<file path="config.mk">
export PLATFORM = sky130hd
export DESIGN_NAME = maze_sequencer_flat
export DESIGN_NICKNAME = d
export VERILOG_FILES = /design/src/rtl/maze_pkg.sv /design/src/rtl/maze_sequencer_if.sv /design/src/rtl/button_conditioner.sv /design/src/rtl/maze_sequencer.sv /design/src/flat_wrapper.sv
export SDC_FILE = /design/constraint.sdc
export NUM_CORES = 1
export LEC_CHECK = 0
export ABC_AREA = 1
export CAP_MARGIN = 20
export CORE_UTILIZATION = 60
export CTS_CLUSTER_SIZE = 40
export DETAILED_ROUTE_END_ITERATION = 12
export PLACE_DENSITY = 0.77
export SYNTH_ARGS = -nofsm -noshare
export SYNTH_HDL_FRONTEND = slang
export SYNTH_SLANG_ARGS = --single-unit
</file>
<file path="constraint.sdc">
create_clock -name clk -period 1.65 [get_ports clk]
set_input_delay 0.2475 -clock clk [delete_from_list [all_inputs] [get_ports clk]]
set_output_delay 0.2475 -clock clk [all_outputs]
set_load 0.1 [all_outputs]
</file>
<file path="src/rtl/maze_pkg.sv">
// Shared types and defaults for the maze sequencer and its neighbours.
package maze_pkg;

    localparam int unsigned DIM_W       = 3;
    localparam int unsigned DIM_MIN_DEF = 2;
    localparam int unsigned DIM_MAX_DEF = 7;
    localparam int unsigned DIM_DEF     = 4;

    typedef logic [DIM_W-1:0] dim_t;

    typedef enum logic [2:0] {
        ST_IDLE  = 3'd0,
        ST_LATCH = 3'd1,
        ST_CARVE = 3'd2,
        ST_WAIT  = 3'd3,
        ST_SHOW  = 3'd4,
        ST_ERROR = 3'd5
    } state_t;

endpackage

</file>
<file path="src/rtl/maze_sequencer_if.sv">
// Sequencer-side bundle: carver handshake, latched dimensions, renderer enable and status.
interface maze_sequencer_if;
    import maze_pkg::*;

    logic   carve_start;
    logic   carve_finish;
    dim_t   x_dim;
    dim_t   y_dim;
    logic   render_enable;
    logic   busy;
    logic   error;
    state_t state;

    modport master (
        output carve_start, x_dim, y_dim, render_enable, busy, error, state,
        input  carve_finish
    );

    modport slave (
        input  carve_start, x_dim, y_dim, render_enable, busy, error, state,
        output carve_finish
    );

endinterface

</file>
<file path="src/rtl/button_conditioner.sv">
// Raw push-button to single-cycle pulse: 2-flop synchroniser, stable-count debounce, rising-edge detect.
module button_conditioner #(
    parameter int unsigned DB_CYCLES = 500000
) (
    input  logic clk,
    input  logic rst_n,
    input  logic btn,
    output logic pulse
);

    localparam int unsigned CNT_W = (DB_CYCLES > 1) ? $clog2(DB_CYCLES) : 1;

    logic             sync_q1;
    logic             sync_q2;
    logic             level;
    logic             level_d;
    logic [CNT_W-1:0] cnt;

    // NOTE: every register here uses <= so all flops sample the pre-edge values together.
    always_ff @(posedge clk or negedge rst_n) begin
        if (!rst_n) begin
            sync_q1 <= 1'b0;
            sync_q2 <= 1'b0;
            level   <= 1'b0;
            level_d <= 1'b0;
            cnt     <= '0;
            pulse   <= 1'b0;
        end else begin
            sync_q1 <= btn;
            sync_q2 <= sync_q1;

            // Any sample matching the accepted level restarts the stability count.
            if (sync_q2 == level) begin
                cnt <= '0;
            end else if (cnt == CNT_W'(DB_CYCLES - 1)) begin
                level <= sync_q2;
                cnt   <= '0;
            end else begin
                cnt <= cnt + CNT_W'(1);
            end

            level_d <= level;
            pulse   <= level & ~level_d;
        end
    end

endmodule

</file>
<file path="src/rtl/maze_sequencer.sv">
// Sequences maze generation: conditions buttons, latches clamped dimensions,
// starts the carver, waits for a fresh finish with timeout, and gates the renderer.
module maze_sequencer
    import maze_pkg::*;
#(
    parameter int unsigned DB_CYCLES     = 500000,
    parameter int unsigned MIN_DIM       = DIM_MIN_DEF,
    parameter int unsigned MAX_DIM       = DIM_MAX_DEF,
    parameter int unsigned CARVE_TIMEOUT = 1048576,
    parameter int unsigned DEF_DIM       = DIM_DEF
) (
    input  logic                  clk,
    input  logic                  reset,
    input  logic                  btn_new,
    input  logic                  btn_clear,
    input  logic [DIM_W-1:0]      sw_x,
    input  logic [DIM_W-1:0]      sw_y,
    maze_sequencer_if.master      bus
);

    localparam int unsigned TMO_W = $clog2(CARVE_TIMEOUT + 1);

    function automatic dim_t clamp_dim(input dim_t v);
        if (v < dim_t'(MIN_DIM)) return dim_t'(MIN_DIM);
        if (v > dim_t'(MAX_DIM)) return dim_t'(MAX_DIM);
        return v;
    endfunction

    logic             new_p;
    logic             clear_p;
    state_t           state;
    logic             carve_start;
    logic             render_enable;
    logic             busy;
    logic             error;
    dim_t             x_dim;
    dim_t             y_dim;
    logic             seen_low;
    logic [TMO_W-1:0] tmo_cnt;

    button_conditioner #(.DB_CYCLES(DB_CYCLES)) u_new_btn (
        .clk   (clk),
        .rst_n (reset),
        .btn   (btn_new),
        .pulse (new_p)
    );

    button_conditioner #(.DB_CYCLES(DB_CYCLES)) u_clear_btn (
        .clk   (clk),
        .rst_n (reset),
        .btn   (btn_clear),
        .pulse (clear_p)
    );

    always_ff @(posedge clk or negedge reset) begin
        if (!reset) begin
            state         <= ST_IDLE;
            carve_start   <= 1'b0;
            render_enable <= 1'b0;
            busy          <= 1'b0;
            error         <= 1'b0;
            x_dim         <= dim_t'(DEF_DIM);
            y_dim         <= dim_t'(DEF_DIM);
            seen_low      <= 1'b0;
            tmo_cnt       <= '0;
        end else begin
            // NOTE: carve_start defaults low each cycle so only the LATCH->CARVE step raises it.
            carve_start <= 1'b0;

            if (clear_p) begin
                state         <= ST_IDLE;
                render_enable <= 1'b0;
                busy          <= 1'b0;
                error         <= 1'b0;
                seen_low      <= 1'b0;
                tmo_cnt       <= '0;
            end else begin
                unique case (state)
                    ST_IDLE: begin
                        if (new_p) begin
                            state <= ST_LATCH;
                            busy  <= 1'b1;
                        end
                    end
                    ST_LATCH: begin
                        x_dim       <= clamp_dim(sw_x);
                        y_dim       <= clamp_dim(sw_y);
                        carve_start <= 1'b1;
                        state       <= ST_CARVE;
                    end
                    ST_CARVE: begin
                        tmo_cnt  <= '0;
                        seen_low <= 1'b0;
                        state    <= ST_WAIT;
                    end
                    ST_WAIT: begin
                        if (!bus.carve_finish) seen_low <= 1'b1;
                        // A finish level is only trusted after it has been seen low in this run.
                        if (bus.carve_finish && seen_low) begin
                            state         <= ST_SHOW;
                            busy          <= 1'b0;
                            render_enable <= 1'b1;
                        end else if (tmo_cnt == TMO_W'(CARVE_TIMEOUT - 1)) begin
                            state <= ST_ERROR;
                            busy  <= 1'b0;
                            error <= 1'b1;
                        end else begin
                            tmo_cnt <= tmo_cnt + TMO_W'(1);
                        end
                    end
                    ST_SHOW: begin
                        if (new_p) begin
                            state         <= ST_LATCH;
                            render_enable <= 1'b0;
                            busy          <= 1'b1;
                        end
                    end
                    ST_ERROR: begin
                        if (new_p) begin
                            state <= ST_LATCH;
                            error <= 1'b0;
                            busy  <= 1'b1;
                        end
                    end
                    default: begin
                        state <= ST_IDLE;
                    end
                endcase
            end
        end
    end

    assign bus.carve_start   = carve_start;
    assign bus.x_dim         = x_dim;
    assign bus.y_dim         = y_dim;
    assign bus.render_enable = render_enable;
    assign bus.busy          = busy;
    assign bus.error         = error;
    assign bus.state         = state;

endmodule

</file>
<file path="src/flat_wrapper.sv">
// flat-port wrapper written by rule: the top's interface ports become plain ports
module maze_sequencer_flat import maze_pkg::*;
#(
    parameter int unsigned DB_CYCLES     = 500000,
    parameter int unsigned MIN_DIM       = DIM_MIN_DEF,
    parameter int unsigned MAX_DIM       = DIM_MAX_DEF,
    parameter int unsigned CARVE_TIMEOUT = 1048576,
    parameter int unsigned DEF_DIM       = DIM_DEF
)
  (clk, reset, btn_new, btn_clear, sw_x, sw_y, bus_carve_start, bus_x_dim, bus_y_dim, bus_render_enable, bus_busy, bus_error, bus_state, bus_carve_finish);
  maze_sequencer_if bus_i ();
  input  logic clk;
  input  logic reset;
  input  logic btn_new;
  input  logic btn_clear;
  input  logic [DIM_W-1:0] sw_x;
  input  logic [DIM_W-1:0] sw_y;
  output wire logic [$bits(bus_i.carve_start)-1:0] bus_carve_start;
  output wire logic [$bits(bus_i.x_dim)-1:0] bus_x_dim;
  output wire logic [$bits(bus_i.y_dim)-1:0] bus_y_dim;
  output wire logic [$bits(bus_i.render_enable)-1:0] bus_render_enable;
  output wire logic [$bits(bus_i.busy)-1:0] bus_busy;
  output wire logic [$bits(bus_i.error)-1:0] bus_error;
  output wire logic [$bits(bus_i.state)-1:0] bus_state;
  input wire logic [$bits(bus_i.carve_finish)-1:0] bus_carve_finish;
  assign bus_carve_start = bus_i.carve_start;
  assign bus_x_dim = bus_i.x_dim;
  assign bus_y_dim = bus_i.y_dim;
  assign bus_render_enable = bus_i.render_enable;
  assign bus_busy = bus_i.busy;
  assign bus_error = bus_i.error;
  assign bus_state = bus_i.state;
  assign bus_i.carve_finish = bus_carve_finish;
  maze_sequencer #(.DB_CYCLES(DB_CYCLES), .MIN_DIM(MIN_DIM), .MAX_DIM(MAX_DIM), .CARVE_TIMEOUT(CARVE_TIMEOUT), .DEF_DIM(DEF_DIM)) u_core (.clk(clk), .reset(reset), .btn_new(btn_new), .btn_clear(btn_clear), .sw_x(sw_x), .sw_y(sw_y), .bus(bus_i));
endmodule
</file>
# After elaboration in Yosys (flattened, before gate mapping)
# Index checks and enable logic that the tools add are counted.
# classes
muxes	53
n_eq_ne	19
addsub	3
n_bitwise	7
n_reduce_logical	16
n_lt_le_gt_ge	4
# op_table
cell	n
two-way mux 19 bit	4
two-way mux 21 bit	3
one-hot mux 21 bit (2 select lines)	1
adder 19 x 1 -> 19 bit (second input constant)	2
== test 19 bit (second input constant)	2
two-way mux 3 bit	12
two-way mux 1 bit	28
adder 21 x 1 -> 21 bit (second input constant)	1
== test 21 x 20 -> 1 bit (second input constant)	1
inequality test 3 bit (second input constant)	5
one-hot mux 3 bit (4 select lines)	1
nonzero test 3 bit	4
AND reduction 2 bit	5
AND reduction 3 bit	3
one-hot mux 1 bit (2 select lines)	4
== test 3 x 2 -> 1 bit (second input constant)	2
== test 3 bit (second input constant)	2
greater-than comparator 3 bit (second input constant)	2
< comparator 3 x 2 -> 1 bit (second input constant)	2
inequality test 3 x 2 -> 1 bit (second input constant)	2
inverter 1 bit	5
inequality test 4 x 2 -> 1 bit (second input constant)	1
AND reduction 4 bit	1
== test 3 x 1 -> 1 bit (second input constant)	1
other kinds (6)	8
# totals
word_cells	123
regBits	83
in_bits	11
output_inout_bits	13

# Logic depth before layout (Yosys ltp)
# depth
ltp_word	9
ltp_mapped	11
depth_no_buf	11

# Cells and area by module
# A second synthesis with hierarchy kept.
# unflattened
cells_unflattened	587
hier_area_um2	4638.2
# by_module_without_submodules
module	cells_per_inst	seq_area_each_um2	instances	area_each_um2
maze_sequencer	286	878.3	1	2125.8
button_conditioner at u_core.u_new_btn	150	600.6	1	1271.2
button_conditioner at u_core.u_clear_btn	151	600.6	1	1241.2

# Worst setup path after synthesis
# Ideal clock, no wire load.
# synth_timing
path_type	register to register
start	register u_core.state[1], in the netlist u_core.bus.state[1]
end	register u_core.tmo_cnt[5]
synth_period_minus_slack_ps	2164
arrival_ps	2041
t_required_ps	1527
path_buffers	1
stages_incl_launch_ff	10
setup_time_ps	123
path_slack_ps	-514
path_cell_list	dfrtp_1 > inv_1 > or2_1 > nand2_1 > nand2_1 > inv_2 > nand2_4 > buf_8 > nand2_1 > o21ai_2
# synth_via
elab_chain_cells	3
word_cells_on_any_way	8
classes_between	eq/ne: 4; mux: 2; reduce/logical: 2
# synth_rtl
element	line_no	rtl
from (decl)	maze_sequencer.sv:31	state_t state;
from (signal assigned)	maze_sequencer.sv:57	state <= ST_IDLE;
from (signal assigned)	maze_sequencer.sv:71	state <= ST_IDLE;
from (signal assigned)	maze_sequencer.sv:81	state <= ST_LATCH;
== test 3 x 2 -> 1 bit	maze_sequencer.sv:78	unique case (state)
inequality test 3 bit (no line), or another cell as far along	n/a	
AND reduction 3 bit (no line) / two-way mux 21 bit (equally long branches)	n/a	
to (signal assigned)	maze_sequencer.sv:108	tmo_cnt <= tmo_cnt + TMO_W'(1);
to (decl)	maze_sequencer.sv:39	logic [TMO_W-1:0] tmo_cnt;
# Several ways; a longest one is shown, not always the timed one.
# A chain may end at the register's enable or synchronous reset.

# Worst setup path in the final report
# layout_timing
start	register u_core.tmo_cnt[1]
end	register u_core.tmo_cnt[7]
# layout_via
elab_chain_cells	5
word_cells_on_any_way	8
classes_between	add/sub: 1; eq/ne: 2; mux: 4; reduce/logical: 1
# layout_rtl
element	line_no	rtl
adder 21 x 1 -> 21 bit	maze_sequencer.sv:108	
two-way mux 21 bit	maze_sequencer.sv:103	end else if (tmo_cnt == TMO_W'(CARVE_TIMEOUT - 1)) begin
two-way mux 21 bit	maze_sequencer.sv:99	if (bus.carve_finish && seen_low) begin
one-hot mux 21 bit (2 select lines)	maze_sequencer.sv:78	
two-way mux 21 bit	maze_sequencer.sv:70	if (clear_p) begin
# Several ways; a longest one is shown, not always the timed one. The select of a mux whose other input is x is not followed.

==> impl_metrics.tcl <==
set metrics [dict create \
    outcome "completed" \
    fin_ws_ps 46.1 \
    dr.first_iter.drc_count 217 \
    final_area_um2 5570 \
    pre_cts_ws_ps -36.5 \
    final_common_cell "nand2_1" \
    combPwrFrac_pct 42.0 \
    internal-power_w 0.00423 \
    cts-root-buf "clkbuf_8" \
    detailed_place_hpwl_um 7090 \
    yosysWarnings 0 \
    dieArea_um2 7770 \
    die_w_um 88.2 \
    cts_max_level 3 \
    leakagePower_nw 2.59 \
    io_pins 24 \
    hold_viol 0 \
    startpoint_type "register" \
    power.share.sequential_pct 34.9 \
    finalNetCount 660 \
    critPathSlowestCell "dfrtp_1" \
    routedWlPerCell_um 13.9 \
    first_pass_iters 6 \
    first_global_vias 3799 \
    peakVddDrop_v 0.000726 \
    cpPeakStageDelay_ps 430 \
    setup_tns_ps 0 \
    critPathMaxFanout 14 \
    cts_sinks 83 \
    hp-class "in -> reg" \
    required_ps 1930 \
    grt_usage_pct 27.2 \
    synth_fp_nets 594 \
    die_y_um 88.2 \
    clock_power_share_pct 23.1 \
    reg2reg_depth 10 \
    clk_pin_slew_ps 90 \
    most-common-layout-cells "nand2_1, nor2_1, dfrtp_1" \
    hold_path_depth 1 \
    slew_viol_final 0 \
    rsz0062_at_grt "true" \
    endpoint_kind "register" \
    place_area_um2 5090 \
    worst_pin_slew_ps 351 \
    wirelength_um 10400 \
    antenna_found_initial 0 \
    cts_buffers 9 \
    route.detailed.drc 0 \
    p_sw_share_pct 40.4 \
    slew-limit-headroom_pct 76.6 \
    path_buf_inv 2 \
    avgSynthCellArea_um2 7.68 \
    design.core.area_um2 7210 \
    routabilityCongestion 0.916 \
    grt_max_degree 27 \
    ant_nets 0 \
    n_antenna_cell 0 \
    cp.depth 10 \
    synth.distinct_cells 34 \
    via_count 4041 \
    crit_type "reg -> reg" \
    grt_pass1_wl_um 16600 \
    yosysSeqAreaShare_pct 46.7 \
    netlist_area_um2 4450 \
    cts_tree "done" \
    initial_core_util_pct 61.7 \
    switchingPower_w 0.00287 \
    maxCapViolCount 0 \
    fin_crit_ps 1600 \
    skew_ps 9.93 \
    post-route-period-util_pct 97.2 \
    cts_buffer_depth 2 \
    synth-seq-cells 83 \
    rows 31 \
    syn_to_final_growth_pct 25.2 \
    clkLatencyLatePin_ps 350 \
    io_buffers 23 \
    layout-drive-gt1-share_pct 19.8 \
    path_delay_family "simple AND/OR/NAND/NOR gates" \
    cp.arrival_ps 1890 \
    p_per_area_nw_per_um2 1270 \
    grt_overflow 0 \
    final-setup-viol-count 0 \
    avgViaCountPerCell 5.39 \
    synthCells 580 \
    cp_cell_sequence "ha_4, nand3_4, inv_2, nand2_2, nor2_4, nand3_2, nand2_4, buf_12, nand2_1, o21ai_2" \
    fmax_mhz 623 \
]
[flip-flops by register name, summed over array words and instances (netlist names), 3 cells and up]
signal / count
u_core.bus.state: 3
u_core.bus.y_dim: 3
u_core.tmo_cnt: 21
u_core.u_clear_btn.cnt: 19
u_core.u_new_btn.cnt: 19
u_core.bus.x_dim: 3
[cells by family after synthesis]
| family | after synthesis | share of synthesized area, % |
|---|---|---|
| AO/OA/AOI/OAI | 43 | 5.90 |
| XOR/XNOR | 24 | 4.72 |
| adder cells (fa/ha/maj) | 3 | 0.843 |
| buffers and inverters | 86 | 8.01 |
| flip-flops | 83 | 46.7 |
| AND/OR/NAND/NOR | 341 | 33.8 |
[metrics by stage]
step	util [%]	std cells	hold WS, ps	total power [W]
after global placement	70.6	718	180	0.00527
final	77.3	750	330	0.00710
after detailed placement	70.6	718	182	0.00532
after floorplan	-	580	-48.1	0.00429
after global routing	77.3	750	305	0.00742
after CTS	74.0	735	313	0.00695
[power by group through the flow]
stage	Combinational [W]	Clock (W)	Sequential, W
floorplan	0.000851	0	0.00344
global placement	0.00276	0	0.00251
detailed placement	0.00280	0	0.00252
CTS	0.00281	0.00166	0.00248
global route	0.00316	0.00176	0.00251
finish	0.00298	0.00164	0.00248
[worst reg2reg max path, stage by stage, from the launching register on]
cell	delay, ps
dfrtp_1	430
ha_4	180
nand3_4	100
inv_2	90
nand2_2	90
nor2_4	110
nand3_2	100
nand2_4	150
buf_12	160
nand2_1	80
o21ai_2	60
[synth_stat cells]
cell type / number / area (um^2)
nor2_2: 2 / 12.5
nor2_4: 2 / 22.5
or2_2: 1 / 6.26
o21ai_0: 16 / 80.1
o21ai_2: 11 / 96.3
or2_1: 1 / 6.26
dfrtp_1: 81 / 2030
nand2_1: 138 / 518
o22a_1: 1 / 8.76
clkbuf_1: 1 / 3.75
nand2_2: 9 / 56.3
inv_2: 3 / 11.3
nand3_2: 1 / 10.0
clkinv_4: 1 / 8.76
ha_1: 3 / 37.5
nor3_1: 21 / 105
nand3_1: 44 / 220
dfstp_2: 2 / 52.6
xor2_1: 18 / 158
xnor2_1: 6 / 52.6
o211ai_1: 1 / 7.51
nand2_4: 1 / 11.3
inv_1: 76 / 285
nand3_4: 1 / 17.5
buf_2: 2 / 10.0
buf_4: 1 / 7.51
nor3b_1: 3 / 22.5
nor4_1: 1 / 6.26
nand4_1: 21 / 131
nand3b_1: 1 / 7.51
buf_8: 2 / 30.0
a21oi_1: 11 / 55.1
o21ai_1: 3 / 15.0
nor2_1: 94 / 353
[final timing paths]
check	start	slack, ps	end
min	btn_clear	330	u_core.u_clear_btn.sync_q1
min in group asynchronous	reset	360	u_core.bus.state[0]
max in group asynchronous	reset	700	u_core.bus.y_dim[2]
max reg2reg	u_core.tmo_cnt[1]	50	u_core.tmo_cnt[7]
max	u_core.tmo_cnt[1]	50	u_core.tmo_cnt[7]
min reg2reg	u_core.u_new_btn.sync_q1	350	u_core.u_new_btn.sync_q2
[layout make-up]
| type | count | area [um^2] |
|---|---|---|
| clock inverters | 6 | 88.8 |
| flip-flops and latches | 83 | 2090 |
| multi-input cells | 412 | 2130 |
| well taps | 99 | 124 |
| fillers | 502 | 1640 |
| clock buffers | 10 | 138 |
| repair buffers | 60 | 697 |
| inverters | 80 | 309 |
[layer usage]
metal | wire length (um) | global-route usage (%)
met1 | 4470 | 35.8
met2 | 5320 | 46.9
met3 | 472 | 5.66
met4 | 152 | 5.13
met5 | 0 | 0
[timing repair]
action / CTS / global route
gates cloned: 0 / 2
endpoints found under the hold margin: 20 / 0
resized for setup: 3 / 30
pin swaps: 0 / 15
setup buffers: 0 / 13
setup endpoints to repair: 11 / 45
hold buffers: 1 / 0
Power figures use the tool's default switching activity.
